===== src/rtl/sram_ctrl_pkg.sv =====
// Shared types and helpers for the serial-load SRAM word controller.
// Optional feature macro: SRAM_PARITY_EN (stores an even-parity bit per word).
package sram_ctrl_pkg;

    // Access FSM states.
    typedef enum logic [1:0] {
        ST_IDLE  = 2'd0,
        ST_WRITE = 2'd1,
        ST_READ  = 2'd2
    } state_t;

    // Widest word the parity helper accepts; narrower words are zero-extended,
    // which leaves the XOR reduction unchanged.
    localparam int PARITY_MAX_WIDTH = 64;

    // Even parity bit: makes the total number of ones (data + parity) even.
    function automatic logic even_parity(input logic [PARITY_MAX_WIDTH-1:0] data);
        return ^data;
    endfunction

endpackage


===== src/rtl/sram_array.sv =====
// Behavioural word storage: synchronous write, combinational read, single address.
module sram_array #(
    parameter int WIDTH = 8,
    parameter int DEPTH = 16,
    localparam int AW = (DEPTH > 1) ? $clog2(DEPTH) : 1
) (
    input  logic             clk,
    input  logic             we,
    input  logic [AW-1:0]    addr,
    input  logic [WIDTH-1:0] wdata,
    output logic [WIDTH-1:0] rdata
);

    logic [WIDTH-1:0] mem [DEPTH];

    // Commit a word on the write strobe.
    // NOTE: the array is deliberately left without a reset; contents are undefined
    // until written, and resetting a RAM would stop it mapping onto a real macro.
    always_ff @(posedge clk) begin
        if (we) begin
            mem[addr] <= wdata;
        end
    end

    assign rdata = mem[addr];

endmodule


===== src/rtl/sram_serial_ctrl.sv =====
// Serial-load SRAM word controller: an LSB-first shift register gathers a word,
// then a multi-cycle access FSM writes it to, or reads a word from, the array.
// Optional feature macro: SRAM_PARITY_EN (parity bit per word, parity_err output).
module sram_serial_ctrl
    import sram_ctrl_pkg::*;
#(
    parameter int DATA_WIDTH    = 8,
    parameter int ADDR_WIDTH    = 4,
    parameter int ACCESS_CYCLES = 2
) (
    input  logic                  clk,
    input  logic                  arst_n,
    input  logic                  serial_in,
    input  logic                  shift,
    input  logic                  w_en,
    input  logic                  r_en,
    input  logic [ADDR_WIDTH-1:0] addr,
    output logic                  word_full,
    output logic                  busy,
    output logic [DATA_WIDTH-1:0] data_out,
    output logic                  data_valid,
`ifdef SRAM_PARITY_EN
    output logic                  parity_err,
`endif
    output logic                  req_err
);

    localparam int DEPTH = 2 ** ADDR_WIDTH;
    localparam int CNT_W = $clog2(DATA_WIDTH + 1);
    localparam int ACC_W = (ACCESS_CYCLES > 1) ? $clog2(ACCESS_CYCLES) : 1;
`ifdef SRAM_PARITY_EN
    localparam int MEM_W = DATA_WIDTH + 1;
`else
    localparam int MEM_W = DATA_WIDTH;
`endif

    state_t                state_q, state_d;
    logic [ACC_W-1:0]      acc_q, acc_d;
    logic [ADDR_WIDTH-1:0] addr_q, addr_d;
    logic [DATA_WIDTH-1:0] sreg_q, sreg_shifted;
    logic [CNT_W-1:0]      bit_cnt_q;
    logic                  last_cycle;
    logic                  mem_we;
    logic                  rd_load;
    logic                  err_d;
    logic [MEM_W-1:0]      mem_wdata;
    logic [MEM_W-1:0]      mem_rdata;

    assign busy       = (state_q != ST_IDLE);
    assign word_full  = (bit_cnt_q == CNT_W'(DATA_WIDTH));
    assign last_cycle = (acc_q == ACC_W'(ACCESS_CYCLES - 1));

    // New bit enters at the MSB so the first bit shifted ends up in bit 0.
    generate
        if (DATA_WIDTH == 1) begin : g_sreg_one
            assign sreg_shifted = serial_in;
        end else begin : g_sreg_many
            assign sreg_shifted = {serial_in, sreg_q[DATA_WIDTH-1:1]};
        end
    endgenerate

    // Array write data, with the parity bit prepended when enabled.
`ifdef SRAM_PARITY_EN
    logic [PARITY_MAX_WIDTH-1:0] par_wr_in;
    logic [PARITY_MAX_WIDTH-1:0] par_rd_in;

    // Zero-extend words to the parity helper's fixed width.
    always_comb begin
        par_wr_in                 = '0;
        par_rd_in                 = '0;
        par_wr_in[DATA_WIDTH-1:0] = sreg_q;
        par_rd_in[DATA_WIDTH-1:0] = mem_rdata[DATA_WIDTH-1:0];
    end

    assign mem_wdata = {even_parity(par_wr_in), sreg_q};
`else
    assign mem_wdata = sreg_q;
`endif

    sram_array #(
        .WIDTH (MEM_W),
        .DEPTH (DEPTH)
    ) u_array (
        .clk   (clk),
        .we    (mem_we),
        .addr  (addr_q),
        .wdata (mem_wdata),
        .rdata (mem_rdata)
    );

    // FSM state, access counter and latched address.
    always_ff @(posedge clk or negedge arst_n) begin
        if (!arst_n) begin
            state_q <= ST_IDLE;
            acc_q   <= '0;
            addr_q  <= '0;
        end else begin
            state_q <= state_d;
            acc_q   <= acc_d;
            addr_q  <= addr_d;
        end
    end

    // Next-state decode: accept or reject requests in IDLE, time out accesses.
    // NOTE: every signal gets a default before the case so no path leaves one
    // unassigned; an unassigned path in always_comb would infer a latch.
    always_comb begin
        state_d = state_q;
        acc_d   = acc_q;
        addr_d  = addr_q;
        mem_we  = 1'b0;
        rd_load = 1'b0;
        err_d   = 1'b0;
        unique case (state_q)
            ST_IDLE: begin
                acc_d = '0;
                if (w_en && !r_en && word_full) begin
                    state_d = ST_WRITE;
                    addr_d  = addr;
                end else if (r_en && !w_en) begin
                    state_d = ST_READ;
                    addr_d  = addr;
                end else if (w_en) begin
                    // Both requests together, or a write of an incomplete word.
                    err_d = 1'b1;
                end
            end
            ST_WRITE, ST_READ: begin
                if (last_cycle) begin
                    state_d = ST_IDLE;
                    acc_d   = '0;
                    mem_we  = (state_q == ST_WRITE);
                    rd_load = (state_q == ST_READ);
                end else begin
                    acc_d = acc_q + ACC_W'(1);
                end
            end
            default: begin
                state_d = ST_IDLE;
            end
        endcase
    end

    // Shift register and saturating bit count; frozen while an access runs.
    always_ff @(posedge clk or negedge arst_n) begin
        if (!arst_n) begin
            sreg_q    <= '0;
            bit_cnt_q <= '0;
        end else if (mem_we) begin
            bit_cnt_q <= '0;
        end else if (shift && !busy) begin
            sreg_q <= sreg_shifted;
            if (!word_full) begin
                bit_cnt_q <= bit_cnt_q + CNT_W'(1);
            end
        end
    end

    // Registered read data and one-cycle status pulses.
    always_ff @(posedge clk or negedge arst_n) begin
        if (!arst_n) begin
            data_out   <= '0;
            data_valid <= 1'b0;
            req_err    <= 1'b0;
        end else begin
            data_valid <= rd_load;
            req_err    <= err_d;
            if (rd_load) begin
                data_out <= mem_rdata[DATA_WIDTH-1:0];
            end
        end
    end

`ifdef SRAM_PARITY_EN
    // Flag a stored-parity mismatch alongside the data_valid pulse.
    always_ff @(posedge clk or negedge arst_n) begin
        if (!arst_n) begin
            parity_err <= 1'b0;
        end else begin
            parity_err <= rd_load && (even_parity(par_rd_in) != mem_rdata[DATA_WIDTH]);
        end
    end
`endif

endmodule


===== config.mk =====
export PLATFORM = sky130hd
export DESIGN_NAME = sram_serial_ctrl
export DESIGN_NICKNAME = d
export VERILOG_FILES = /design/src/rtl/sram_ctrl_pkg.sv /design/src/rtl/sram_array.sv /design/src/rtl/sram_serial_ctrl.sv
export SDC_FILE = /design/constraint.sdc
export NUM_CORES = 1
export LEC_CHECK = 0
export BUFFER_PORTS_ARGS = -buffer_cell sky130_fd_sc_hd__buf_2
export CAP_MARGIN = 20
export CORE_MARGIN = 4
export CORE_UTILIZATION = 30
export DETAILED_ROUTE_END_ITERATION = 10
export GPL_TIMING_DRIVEN = 1
export PLACE_DENSITY_LB_ADDON = 0.3
export SLEW_MARGIN = 20
export SYNTH_ARGS = -nofsm -noshare
export SYNTH_HDL_FRONTEND = slang
export SYNTH_SLANG_ARGS = --single-unit
export TNS_END_PERCENT = 100

===== constraint.sdc =====
create_clock -name clk -period 3.54 [get_ports clk]
set_input_delay 0.354 -clock clk [delete_from_list [all_inputs] [get_ports clk]]
set_output_delay 0.354 -clock clk [all_outputs]
set_load 0.05 [all_outputs]

Word-level counts from Yosys, hierarchy flattened
Memory sizes are Yosys's and may differ from the RTL's. A register that Yosys moved wholly into a read port is not among the register bits.
Cells that the tools add are included.
- memories kept: 1
- register bits: 21
- RAM bits: 128
- memory list (memory ; depth ; width ; read ports ; clocked after Yosys merged registers in ; wr ports ; line ; RTL):
    u_array.mem ; 16 ; 8 ; 1 ; 1 ; 1 ; sram_array.sv:14 ; logic [WIDTH-1:0] mem [DEPTH];
- $add $sub $neg: 2
- equality and inequality tests: 6
- bitwise operators: 1
- reductions and logical operators: 18
- muxes and demuxes: 21
- operators with widths (cell ; number):
    4-bit two-way mux ; 5
    1-bit two-way mux ; 11
    2-bit AND reduction ; 4
    2-bit nonzero test ; 4
    2-bit two-way mux ; 3
    4-bit by 1-bit adder with 4-bit output, second input constant ; 1
    4-bit == test, second input constant ; 1
    1-bit logical AND ; 4
    1-bit logical NOT ; 4
    2-bit case mux with 2 select lines ; 1
    3-bit inequality test, second input constant ; 1
    2-bit by 1-bit == test with 1-bit output, second input constant ; 1
    2-bit == test, second input constant ; 1
    2-bit logical NOT ; 1
    2-bit by 1-bit inequality test with 1-bit output, second input constant ; 1
    2-bit inequality test, second input constant ; 1
    1-bit case mux with 2 select lines ; 1
    2-bit OR reduction ; 1
    1-bit adder, second input constant ; 1
    1-bit NOT ; 1

Depth between registers and ports, before layout
- word-level depth: 5
- gate-level depth with buffers: 7
- gate-level depth less buffers: 6

By module
A second synthesis with hierarchy kept.
- cells, all modules: 341
- area, all modules: 6326.1 um^2
- modules (own cells, without submodules) (module ; area an instance (um^2) ; cells an instance ; instances):
    sram_array ; 4907.2 ; 222 ; 1
    sram_serial_ctrl ; 1418.9 ; 119 ; 1

Worst setup path after synthesis
No wires, ideal clock.
- path type: reg2reg
- start: register state_q[1]
- end: memory u_array.mem[1][0], enable pin
- arrival: 1.617 ns
- library setup time: 0.383 ns
- setup slack: 1.540 ns
- data required time: 3.157 ns
- clock period less this slack: 2.000 ns
- cell stages (with the launch flop): 7
- buffers on the path: 1
- path through: dfrtp_1 > inv_1 > ha_1 > and2_1 > buf_2 > nand3b_1 > nor3_1
- word-level cells in the longest chain between the ends: 5
- elaborated cells on any way between the ends: 7
- classes of those cells: eq/ne: 2; mux: 4; reduce/logical: 1
- ends and longest elaborated chain (item ; line ; RTL):
    start, declared ; sram_serial_ctrl.sv:37 ; state_t state_q, state_d;
    start signal, assigned ; sram_serial_ctrl.sv:98 ; state_q <= state_d;
    2-bit by 1-bit == test with 1-bit output / 2-bit == test (equally long branches) ; sram_serial_ctrl.sv:114, sram_serial_ctrl.sv:132 ;
    1-bit two-way mux / 2-bit OR reduction (equally long branches) ; sram_serial_ctrl.sv:129, sram_serial_ctrl.sv:114 ;
    1-bit two-way mux (*) ; sram_serial_ctrl.sv:114 ; unique case (state_q)
    1-bit two-way mux (*) ; sram_array.sv:20 ; if (we) begin
    1-bit two-way mux (not written as such) (*) ; sram_array.sv:21 ; mem[addr] <= wdata;
    end, declared ; sram_array.sv:14 ;
Every way passes the cells marked *; elsewhere a longest branch is shown, timed or not.

Worst setup path after layout
- start: register addr_q[0]
- end: memory u_array.mem[3][3], enable pin
- RTL lines (item ; line ; RTL):
    start, declared ; sram_serial_ctrl.sv:39 ; logic [ADDR_WIDTH-1:0] addr_q, addr_d;
    start signal, assigned ; sram_serial_ctrl.sv:100 ; addr_q <= addr_d;
Straight into the memory's write port.

==> qor.csv <==
metric;value;unit
drt-total-wl;13700;um
cpPeakStageDelay;850;ps
synth.distinct_cells;43;
whs;153;ps
die_w;154;um
drive_above_1_share;20.9;%
rows;52;
setup_viol;0;
drc_errors;0;
outcome;finished, final reports clean;
cap_violations;0;
post-cts-setup-buffers;0;
synth_nets;400;
cts_root_buffer;clkbuf_16;
startpoint;addr_q[0]$_DFFE_PN0P_;
grt_pass1_vias;3450;
yosysWarnings;0;
power.density;856;nW/um^2
ys_seq_area_share;71.9;%
syn_avg_cell_area;16.5;um^2
crit_type;register to register;
synth-xor-area-share;0.414;%
clkLatencyLatePin;430;ps
worst_pin_slew;1010;ps
syn-cell-area;6350;um^2
synth-simple-area-share;6.24;%
synthArstFlopShare;18.5;%
synth.area.mux_share;12.8;%
rrSetupSlack;1020;ps
fin_ws;1020;ps
end_kind;register;
synth_seq_cells;157;
grt_overflow;0;
worst-path-buf-inv;0;
crit_chain;and2_4 -> nand2_1 -> nor3_1;
cts.reportedPaths.clkPinSlew;60;ps
period_share;71.2;%
yosys.area_share.adder;1.18;%
fp.dieH;154;um
numCtsBuffers;17;
grt_pass1_wl;21600;um
ir_drop;0.335;mV
relSlewSlack;32.4;%
leakagePower;2.59;nW
antenna_found_initial;0;
fin_crit;2520;ps
diodes;0;
hold_viol_final;0;
tns;0;ps
dr.pass1.iters;5;
io_pins;22;
first_iter_violations;286;
ant_nets;0;
path_max_fanout;27;
via_per_inst;4.77;
synth_top_family_by_area;multiplexers;
hold_path_depth;2;
regToRegStartpoint;addr_q[0]$_DFFE_PN0P_;
mostFrequentLayoutCells;128 x edfxtp_1, 49 x mux2i_1, 35 x nor2_1;
max_freq;0.397;GHz
fin_nets;428;
grt_max_degree;32;
initial_core_util;30.9;%
synth-compound-area-share;4.90;%
io_buffers;21;
rsz0062_at_grt;no;
cp.depth;3;
area_growth;14.6;%
finalPower;0.00623;W
path_delay_family;simple AND/OR/NAND/NOR gates;
synthCells;384;
synth_flop_cell;edfxtp_1;
dpl.hpwl;9050;um
required;3580;ps
die_area;23600;um^2
place_ws;1010;ps
synth_edf_count;128;
drv_slew;0;
cts_tree;done;
worst_hold_path_type;primary input to register;
cts.sinks;157;
final_common_cell;edfxtp_1;
cp-endpoint;u_array.mem[3][3]$_DFFE_PP_;
cpMaxStageDelayCell;dfrtp_2;
htree_levels;4;
finClkSkew;18.5;ps
cp.arrival;2560;ps
worstReg2RegEnd;u_array.mem[3][3]$_DFFE_PP_;
gp_congestion;0.824;
wl_per_cell;19.6;um
reg2regPathDepth;3;
core-area;20600;um^2
cp-start-kind;register;
cts_buffer_depth;2;
vias;3317;
grt_use_total;12.2;%
[metal layers]
layer / global-route usage (%) / vias to the layer above / part of all wire, %
met5: 0 / - / 0
met4: 4.58 / 0 / 0.69
met3: 2.92 / 4 / 6.0
met2: 18.4 / 91 / 47
met1: 17.2 / 1681 / 46
li1: - / 1541 / -
[state kept, by name, summed over array words and instances, names as in the netlist]
register,flops
data_out,8
acc_q,1
data_valid,1
req_err,1
state_q,2
u_array.mem,128
mem_wdata,8
bit_cnt_q,4
addr_q,4
[cells by family (layout without fill, tap and decap cells)]
group | count (synthesis) | in the layout
muxes | 69 | 69
adders and majority gates | 6 | 6
and+or+nand+nor | 81 | 81
xor gates and xnor gates | 3 | 3
AOI/OAI and AO/OA | 43 | 43
DFF | 157 | 157
buffers and inverters | 25 | 66
[report_power, final]
| group | total [W] | switching, W | internal (W) |
|---|---|---|---|
| clock network | 0.00172 | 0.000746 | 0.000976 |
| registers | 0.00298 | 0.000588 | 0.00239 |
| logic | 0.00153 | 0.000871 | 0.000660 |
| total | 0.00623 | 0.00220 | 0.00403 |
[metrics by stage]
step / instance area (um^2) / cells / utilization (%)
finish: 7280 / 695 / 35.4
global route: 7280 / 695 / 35.4
CTS: 7280 / 695 / 35.4
detailed placement: 6710 / 662 / 32.6
global placement: 6710 / 662 / 32.6
floorplan: 6350 / 384 / -
[worst min path at each step]
stage,from,end,slack [ps]
finish,addr[2],addr_q[2]$_DFFE_PN0P_,150
global route,addr[2],addr_q[2]$_DFFE_PN0P_,160
CTS,addr[2],addr_q[2]$_DFFE_PN0P_,150
detailed placement,arst_n,addr_q[3]$_DFFE_PN0P_,450
global placement,arst_n,addr_q[2]$_DFFE_PN0P_,440
floorplan,arst_n,acc_q$_DFFE_PN0P_,60
[cell type report]
cell class	count	area (um^2)
fillers	1962	13300
well taps	270	338
inverters	5	18.8
multi-input cells	202	1620
clock inverters	15	138
clock buffers	17	425
flip-flops and latches	157	4570
repair buffers	29	168
[cell usage after synthesis (all sizes together) (4+ instances only)]
| cell type | count | area, um^2 |
|---|---|---|
| mux2 | 12 | 135 |
| dfrtp | 29 | 726 |
| ha | 6 | 75.1 |
| mux4 | 8 | 188 |
| o21ai | 5 | 25.0 |
| o22ai | 17 | 106 |
| edfxtp | 128 | 3840 |
| inv | 5 | 18.8 |
| a221oi | 4 | 53.8 |
| nor2 | 36 | 138 |
| nand3b | 4 | 30.0 |
| mux2i | 49 | 490 |
| nor3 | 5 | 25.0 |
| nand2 | 15 | 56.3 |
| nand3 | 7 | 40.0 |
| buf | 18 | 135 |
| a2bb2oi | 6 | 58.8 |
| a31oi | 8 | 50.1 |
[what timing repair did]
item                      in CTS  in global routing
hold buffers                   1                  0
resized for setup              0                  0
hold endpoints to repair      28                  0
Power figures use the tool's default switching activity.
